### src/rtl/rv32i_pkg.sv
// Shared definitions for the RV32I multi-cycle core: opcodes, control-field
// encodings, the controller state set and the instruction classes.
package rv32i_pkg;

  // Base opcodes (IR[6:0])
  localparam logic [6:0] OP_R      = 7'b0110011;
  localparam logic [6:0] OP_IALU   = 7'b0010011;
  localparam logic [6:0] OP_LOAD   = 7'b0000011;
  localparam logic [6:0] OP_STORE  = 7'b0100011;
  localparam logic [6:0] OP_BRANCH = 7'b1100011;
  localparam logic [6:0] OP_JAL    = 7'b1101111;
  localparam logic [6:0] OP_JALR   = 7'b1100111;
  localparam logic [6:0] OP_LUI    = 7'b0110111;
  localparam logic [6:0] OP_AUIPC  = 7'b0010111;
  localparam logic [6:0] OP_FENCE  = 7'b0001111;
  localparam logic [6:0] OP_SYSTEM = 7'b1110011;

  // Immediate format select for the sign-extend unit
  localparam logic [2:0] SE_I = 3'd0;
  localparam logic [2:0] SE_S = 3'd1;
  localparam logic [2:0] SE_B = 3'd2;
  localparam logic [2:0] SE_U = 3'd3;
  localparam logic [2:0] SE_J = 3'd4;

  // ALU operation
  localparam logic [1:0] ALU_ADD   = 2'd0;
  localparam logic [1:0] ALU_CMP   = 2'd1;
  localparam logic [1:0] ALU_FUNCT = 2'd2;

  // ALU operand A source
  localparam logic [1:0] SRCA_PC    = 2'd0;
  localparam logic [1:0] SRCA_OLDPC = 2'd1;
  localparam logic [1:0] SRCA_RS1   = 2'd2;
  localparam logic [1:0] SRCA_ZERO  = 2'd3;

  // ALU operand B source
  localparam logic [1:0] SRCB_RS2  = 2'd0;
  localparam logic [1:0] SRCB_IMM  = 2'd1;
  localparam logic [1:0] SRCB_FOUR = 2'd2;

  // Register-file write-back source
  localparam logic [1:0] WB_ALU  = 2'd0;
  localparam logic [1:0] WB_MEM  = 2'd1;
  localparam logic [1:0] WB_LINK = 2'd2;

  typedef enum logic [2:0] {
    S_IDLE,
    S_FETCH,
    S_DECODE,
    S_EXEC,
    S_MEM,
    S_WB,
    S_TRAP
  } state_t;

  typedef enum logic [3:0] {
    C_R,
    C_IALU,
    C_LOAD,
    C_STORE,
    C_BRANCH,
    C_JAL,
    C_JALR,
    C_LUI,
    C_AUIPC,
    C_NOP,
    C_ILLEGAL
  } iclass_t;

endpackage

### src/rtl/rv32i_mc_control_if.sv
// Memory-port handshake between the controller and the unified memory.
interface rv32i_mc_control_if;
  logic Mem_Req;
  logic Mem_Write;
  logic IorD;
  logic mem_ready;

  modport master (output Mem_Req, Mem_Write, IorD, input mem_ready);
  modport slave  (input Mem_Req, Mem_Write, IorD, output mem_ready);
endinterface

### src/rtl/rv32i_opcode_class.sv
// Combinational opcode classifier: instruction class, immediate format and
// an illegal-opcode flag from IR[6:0].
module rv32i_opcode_class
  import rv32i_pkg::*;
(
  input  logic [6:0] opcode,
  output iclass_t    iclass,
  output logic [2:0] imm_fmt,
  output logic       bad_op
);

  // Opcode lookup; R-type and NOPs carry no immediate, so they report I
  always_comb begin
    iclass  = C_ILLEGAL;
    imm_fmt = SE_I;
    bad_op  = 1'b0;
    case (opcode)
      OP_R:      iclass = C_R;
      OP_IALU:   iclass = C_IALU;
      OP_LOAD:   iclass = C_LOAD;
      OP_STORE:  begin iclass = C_STORE;  imm_fmt = SE_S; end
      OP_BRANCH: begin iclass = C_BRANCH; imm_fmt = SE_B; end
      OP_JAL:    begin iclass = C_JAL;    imm_fmt = SE_J; end
      OP_JALR:   iclass = C_JALR;
      OP_LUI:    begin iclass = C_LUI;    imm_fmt = SE_U; end
      OP_AUIPC:  begin iclass = C_AUIPC;  imm_fmt = SE_U; end
      OP_FENCE,
      OP_SYSTEM: iclass = C_NOP;
      default:   bad_op = 1'b1;
    endcase
  end

endmodule

### src/rtl/rv32i_mc_control.sv
// Multi-cycle control FSM for the RV32I core. Sequences the shared datapath
// through fetch/decode/execute/memory/write-back and handshakes with a
// variable-latency memory. Outputs are a Moore decode of state, except the
// few enables that qualify on mem_ready or br_taken.
module rv32i_mc_control
  import rv32i_pkg::*;
(
  input  logic                      clk,
  input  logic                      rst_n,
  input  logic [31:0]               IR,
  input  logic                      br_taken,
  rv32i_mc_control_if.master        mem,
  output logic                      IR_Write,
  output logic                      PC_Write,
  output logic                      PC_Src,
  output logic                      RegWrite,
  output logic [2:0]                SE_Control,
  output logic [1:0]                ALU_SrcA,
  output logic [1:0]                ALU_SrcB,
  output logic [1:0]                ALU_Op,
  output logic [1:0]                WB_Sel,
  output logic                      retire,
  output logic                      illegal
);

  state_t     state;
  state_t     state_nx;
  iclass_t    iclass;
  logic [2:0] imm_fmt;
  logic       bad_op;
  logic       rd_nonzero;
  logic       is_store;
  logic       unused_ir_bits;

  // Only opcode and rd steer control; funct fields go straight to the ALU
  assign unused_ir_bits = ^IR[31:12];
  assign rd_nonzero     = |IR[11:7];
  assign is_store       = (iclass == C_STORE);

  rv32i_opcode_class u_opcode_class (
    .opcode  (IR[6:0]),
    .iclass  (iclass),
    .imm_fmt (imm_fmt),
    .bad_op  (bad_op)
  );

  // State register; reset drops straight to IDLE, abandoning any request
  always_ff @(posedge clk or negedge rst_n) begin
    if (!rst_n) state <= S_IDLE;
    else        state <= state_nx;
  end

  // Sticky illegal-opcode flag, raised on the way into TRAP
  always_ff @(posedge clk or negedge rst_n) begin
    if (!rst_n)                            illegal <= 1'b0;
    else if (state == S_DECODE && bad_op) illegal <= 1'b1;
  end

  // Next-state selection
  always_comb begin
    state_nx = state;
    case (state)
      S_IDLE:   state_nx = S_FETCH;
      S_FETCH:  if (mem.mem_ready) state_nx = S_DECODE;
      S_DECODE: begin
        if (bad_op)                state_nx = S_TRAP;
        else if (iclass == C_NOP)  state_nx = S_FETCH;
        else                       state_nx = S_EXEC;
      end
      S_EXEC: begin
        case (iclass)
          C_LOAD, C_STORE: state_nx = S_MEM;
          C_BRANCH:        state_nx = S_FETCH;
          default:         state_nx = S_WB;
        endcase
      end
      S_MEM:    if (mem.mem_ready) state_nx = is_store ? S_FETCH : S_WB;
      S_WB:     state_nx = S_FETCH;
      S_TRAP:   state_nx = S_TRAP;
      default:  state_nx = S_IDLE;
    endcase
  end

  // Control outputs per state; everything idles at 0 unless driven here
  always_comb begin
    mem.Mem_Req   = 1'b0;
    mem.Mem_Write = 1'b0;
    mem.IorD      = 1'b0;
    IR_Write      = 1'b0;
    PC_Write      = 1'b0;
    PC_Src        = 1'b0;
    RegWrite      = 1'b0;
    SE_Control    = SE_I;
    ALU_SrcA      = SRCA_PC;
    ALU_SrcB      = SRCB_RS2;
    ALU_Op        = ALU_ADD;
    WB_Sel        = WB_ALU;
    retire        = 1'b0;
    case (state)
      S_FETCH: begin
        // Address from PC while the ALU forms PC+4 for the same edge
        mem.Mem_Req = 1'b1;
        ALU_SrcA    = SRCA_PC;
        ALU_SrcB    = SRCB_FOUR;
        ALU_Op      = ALU_ADD;
        IR_Write    = mem.mem_ready;
        PC_Write    = mem.mem_ready;
      end
      S_DECODE: begin
        SE_Control = imm_fmt;
        retire     = (iclass == C_NOP);
      end
      S_EXEC: begin
        SE_Control = imm_fmt;
        case (iclass)
          C_R: begin
            ALU_SrcA = SRCA_RS1;
            ALU_SrcB = SRCB_RS2;
            ALU_Op   = ALU_FUNCT;
          end
          C_IALU: begin
            ALU_SrcA = SRCA_RS1;
            ALU_SrcB = SRCB_IMM;
            ALU_Op   = ALU_FUNCT;
          end
          C_LOAD, C_STORE: begin
            ALU_SrcA = SRCA_RS1;
            ALU_SrcB = SRCB_IMM;
          end
          C_BRANCH: begin
            // ALU forms OldPC+imm; the comparator resolves br_taken alongside
            ALU_SrcA = SRCA_OLDPC;
            ALU_SrcB = SRCB_IMM;
            ALU_Op   = ALU_CMP;
            PC_Src   = 1'b1;
            PC_Write = br_taken;
            retire   = 1'b1;
          end
          C_JAL: begin
            ALU_SrcA = SRCA_OLDPC;
            ALU_SrcB = SRCB_IMM;
            PC_Src   = 1'b1;
            PC_Write = 1'b1;
          end
          C_JALR: begin
            // Datapath clears bit 0 of the target on the PC_Src=1 path
            ALU_SrcA = SRCA_RS1;
            ALU_SrcB = SRCB_IMM;
            PC_Src   = 1'b1;
            PC_Write = 1'b1;
          end
          C_LUI: begin
            ALU_SrcA = SRCA_ZERO;
            ALU_SrcB = SRCB_IMM;
          end
          C_AUIPC: begin
            ALU_SrcA = SRCA_OLDPC;
            ALU_SrcB = SRCB_IMM;
          end
          default: ;
        endcase
      end
      S_MEM: begin
        // Address, direction and request held steady until mem_ready
        SE_Control    = imm_fmt;
        mem.Mem_Req   = 1'b1;
        mem.IorD      = 1'b1;
        mem.Mem_Write = is_store;
        retire        = is_store & mem.mem_ready;
      end
      S_WB: begin
        SE_Control = imm_fmt;
        RegWrite   = rd_nonzero;
        retire     = 1'b1;
        case (iclass)
          C_LOAD:         WB_Sel = WB_MEM;
          C_JAL, C_JALR:  WB_Sel = WB_LINK;
          default:        WB_Sel = WB_ALU;
        endcase
      end
      default: ;
    endcase
  end

endmodule
### src/flat_wrapper.sv
// flat-port wrapper written by rule: the top's interface ports become plain ports
module rv32i_mc_control_flat import rv32i_pkg::*;
  (clk, rst_n, IR, br_taken, IR_Write, PC_Write, PC_Src, RegWrite, SE_Control, ALU_SrcA, ALU_SrcB, ALU_Op, WB_Sel, retire, illegal, mem_Mem_Req, mem_Mem_Write, mem_IorD, mem_mem_ready);
  rv32i_mc_control_if mem_i ();
  input  logic clk;
  input  logic rst_n;
  input  logic [31:0] IR;
  input  logic br_taken;
  output logic IR_Write;
  output logic PC_Write;
  output logic PC_Src;
  output logic RegWrite;
  output logic [2:0] SE_Control;
  output logic [1:0] ALU_SrcA;
  output logic [1:0] ALU_SrcB;
  output logic [1:0] ALU_Op;
  output logic [1:0] WB_Sel;
  output logic retire;
  output logic illegal;
  output wire logic [$bits(mem_i.Mem_Req)-1:0] mem_Mem_Req;
  output wire logic [$bits(mem_i.Mem_Write)-1:0] mem_Mem_Write;
  output wire logic [$bits(mem_i.IorD)-1:0] mem_IorD;
  input wire logic [$bits(mem_i.mem_ready)-1:0] mem_mem_ready;
  assign mem_Mem_Req = mem_i.Mem_Req;
  assign mem_Mem_Write = mem_i.Mem_Write;
  assign mem_IorD = mem_i.IorD;
  assign mem_i.mem_ready = mem_mem_ready;
  rv32i_mc_control u_core (.clk(clk), .rst_n(rst_n), .IR(IR), .br_taken(br_taken), .mem(mem_i), .IR_Write(IR_Write), .PC_Write(PC_Write), .PC_Src(PC_Src), .RegWrite(RegWrite), .SE_Control(SE_Control), .ALU_SrcA(ALU_SrcA), .ALU_SrcB(ALU_SrcB), .ALU_Op(ALU_Op), .WB_Sel(WB_Sel), .retire(retire), .illegal(illegal));
endmodule
### config.mk
export PLATFORM = sky130hd
export DESIGN_NAME = rv32i_mc_control_flat
export DESIGN_NICKNAME = d
export VERILOG_FILES = /design/src/rtl/rv32i_pkg.sv /design/src/rtl/rv32i_mc_control_if.sv /design/src/rtl/rv32i_opcode_class.sv /design/src/rtl/rv32i_mc_control.sv /design/src/flat_wrapper.sv
export SDC_FILE = /design/constraint.sdc
export NUM_CORES = 1
export LEC_CHECK = 0
export CAP_MARGIN = 10
export CELL_PAD_IN_SITES_DETAIL_PLACEMENT = 0
export CELL_PAD_IN_SITES_GLOBAL_PLACEMENT = 1
export CORE_MARGIN = 5
export CORE_UTILIZATION = 22
export CTS_BUF_LIST = sky130_fd_sc_hd__clkbuf_8
export CTS_CLUSTER_SIZE = 10
export DETAILED_ROUTE_END_ITERATION = 10
export GPL_ROUTABILITY_DRIVEN = 0
export PLACE_DENSITY = 0.86
export REMOVE_ABC_BUFFERS = 1
export SYNTH_ARGS = -nofsm -noshare
export SYNTH_HDL_FRONTEND = slang
export SYNTH_SLANG_ARGS = --single-unit
### constraint.sdc
create_clock -name clk -period 3.8 [get_ports clk]
set_input_delay 0.38 -clock clk [delete_from_list [all_inputs] [get_ports clk]]
set_output_delay 0.38 -clock clk [all_outputs]
set_load 0.03 [all_outputs]
==> impl_metrics.yaml <==
status:
  status: "complete, no violations"
detailed_routing:
  drt_iter0_markers: 26
  route.vias.total: 834
  finalWirelength_mm: 2.22
  routedWlPerCell_microns: 14.0
  via_per_inst: 5.28
  route.detailed.drc: 0
  first_pass_iters: 4
  drt.antenna.violating_nets: 0
cells_and_area:
  drive_above_1_share: 0.0630
  multiInputGateArea_sq_um: 515
  regArea_sq_um: 100
  diodes: 0
  area_growth_pct: 64.9
  fillers: 290
  nets: 165
floorplan:
  ios: 56
  die_area_sq_um: 4130
  die_h_microns: 64.3
  start_util: 0.233
  design.core.area_sq_um: 2780
  rows: 19
  dieWidth_microns: 64.3
yosys:
  ys_seq_elements: 4
  ys_warn_count: 0
  synth-edff-count: 0
  yosys.area_share.adder: 0
  yosysMostFrequentCell: "nor2_1"
  yosys-top-cells-area: "dfrtp_1, a21oi_1, nand2b_1, nor2_1, nor3_1"
  synth_mux_area_frac: 0
  synth-compound-area-share: 0.234
  synth_top_family_by_area: "simple AND/OR/NAND/NOR gates"
  post_synth_instance_area_sq_um: 648
  ys_top_cells_by_count: "nor2_1, a21oi_1, nand2b_1, nor3_1"
  yosysSeqAreaShare: 0.154
  synth-simple-area-share: 0.535
  syn_area_per_cell_sq_um: 6.97
  yosys.area.top_type: "dfrtp_1"
  synthCells: 93
  synthXorXnorAreaFrac: 0.0270
  synth.top_cell.area_share: 0.154
  synthFlopType: "dfrtp_1"
  yosysUniqueCellTypes: 34
  synthArstFlopShare: 1.00
grt:
  met3_usage: 0.0210
  grt.total_usage: 0.110
  globalRouteOverflowTotal: 0
  grt_util_met2: 0.177
  grt_pass1_vias: 858
  grt_max_degree: 16
  grtUsageMet1: 0.134
  grt_pass1_wl_mm: 3.82
  top_usage_layer: "met2"
  antenna_found_initial: 0
setup_path:
  r2r_cells: 4
  cp.arrival_ns: 2.76
  end_kind: "output pin"
  start_kind: "input pin"
  r2r-start: "u_core.state[2]$_DFFE_PN0P_"
  crit_start: "IR[1]"
  path_class: "in -> out"
  cp.required_ns: 3.42
  crit_fanout: 5
clock_tree:
  cts_tree: "done"
  clockRootBuffer: "clkbuf_8"
  cts.sinks: 4
  cts_hold_buf: 0
  clk_pin_slew_ns: 0.03
  numCtsBuffers: 3
  cts_resized: 0
  postCtsSetupBuffers: 0
  htreeDepth: 1
  worstSkewPairLatency_ns: 0.22
  clock_path_buffers: 2
sta:
  finalSetupViolCount: 0
  tns_ns: 0
  period_share: 0.825
  relSlewSlack: 0.690
  finalClockSkew_ns: 0.00273
  hold_viol: 0
  slew_viol_final: 0
  min_period_ns: 3.14
  worst_pin_slew_ns: 0.463
  grt_setup_unrepaired: "no"
  worst_slack_ns: 0.664
  max_freq_mhz: 319
power_and_ir_drop:
  power_density_nw_per_um2: 472
  peakVddDrop_uv: 308
  total_power_uw: 504
  p_leak_uw: 0.000369
place:
  place.detailed.hpwl_mm: 1.74
  port_buffers: 35
  pre_cts_ws_ns: 0.671
flow_run:
  drv_cap: 0
min_path:
  hp-class: "in -> async"
routing by layer:
metal | routed length (microns) | vias to the layer above | share of wire
met4 | 34 | 0 | 0.015
met5 | 0 | - | 0
met1 | 947 | 386 | 0.43
met3 | 121 | 4 | 0.055
li1 | - | 413 | -
met2 | 1110 | 31 | 0.50
worst max-delay path, cell delays in order:
cell,delay [ns]
clkdlybuf4s50_1,0.61
nand4bb_4,0.16
or3_4,0.42
or4_1,0.40
nand4b_1,0.11
clkdlybuf4s50_1,0.68
kinds of logic after synthesis:
| group | Yosys count |
|---|---|
| xor+xnor | 2 |
| flops | 4 |
| compound gates | 23 |
| simple gates | 56 |
| buf+inv | 8 |
area by class of cell:
type                            instances  share of cell area
Sequential cell                         4              0.0937
Tap cell                               31              0.0363
Clock buffer                            3              0.0386
Multi-Input combinational cell         81               0.482
Timing Repair Buffer                   37               0.342
Inverter                                2             0.00703
power breakdown:
group / switching [uW] / internal (uW) / total, uW
Combinational: 175 / 136 / 311
Sequential: 40.8 / 61.9 / 103
Clock: 23.0 / 67.6 / 90.6
Total: 239 / 266 / 504
worst paths after layout:
check / endpoint / slack [ns]
max in group asynchronous: u_core.state[0]$_DFFE_PN0P_ / 3.27
worst min register to register: u_core.illegal$_DFFE_PN0P_ / 0.45
worst min-delay path: u_core.state[2]$_DFFE_PN0P_ / 0.36
worst max-delay path: retire / 0.66
worst max register to register: u_core.state[0]$_DFFE_PN0P_ / 2.37
min in group clk: u_core.illegal$_DFFE_PN0P_ / 0.45
registers in the layout, summed over array words and instances (netlist names):
name	flops
u_core.illegal	1
u_core.state	3
placed cells by master, fill, tap and decap left out, types with 3 or more instances in the layout:
master,count
dfrtp_1,4
nor2b_1,5
nand2b_1,7
nor2_1,11
nand2_1,5
nor3b_1,3
clkbuf_8,3
a21oi_1,9
clkdlybuf4s50_1,35
nor3_1,7
nand3b_1,3
per-stage QoR:
step	instance area, sq um	hold slack (ns)	instances	util
after floorplan	623	0.0844	87	-
after global placement	1030	0.446	155	0.369
after detailed placement	1030	0.450	155	0.369
after CTS	1070	0.370	158	0.384
after global routing	1070	0.375	158	0.384
final	1070	0.365	158	0.384
(Power assumes the default switching activity.)
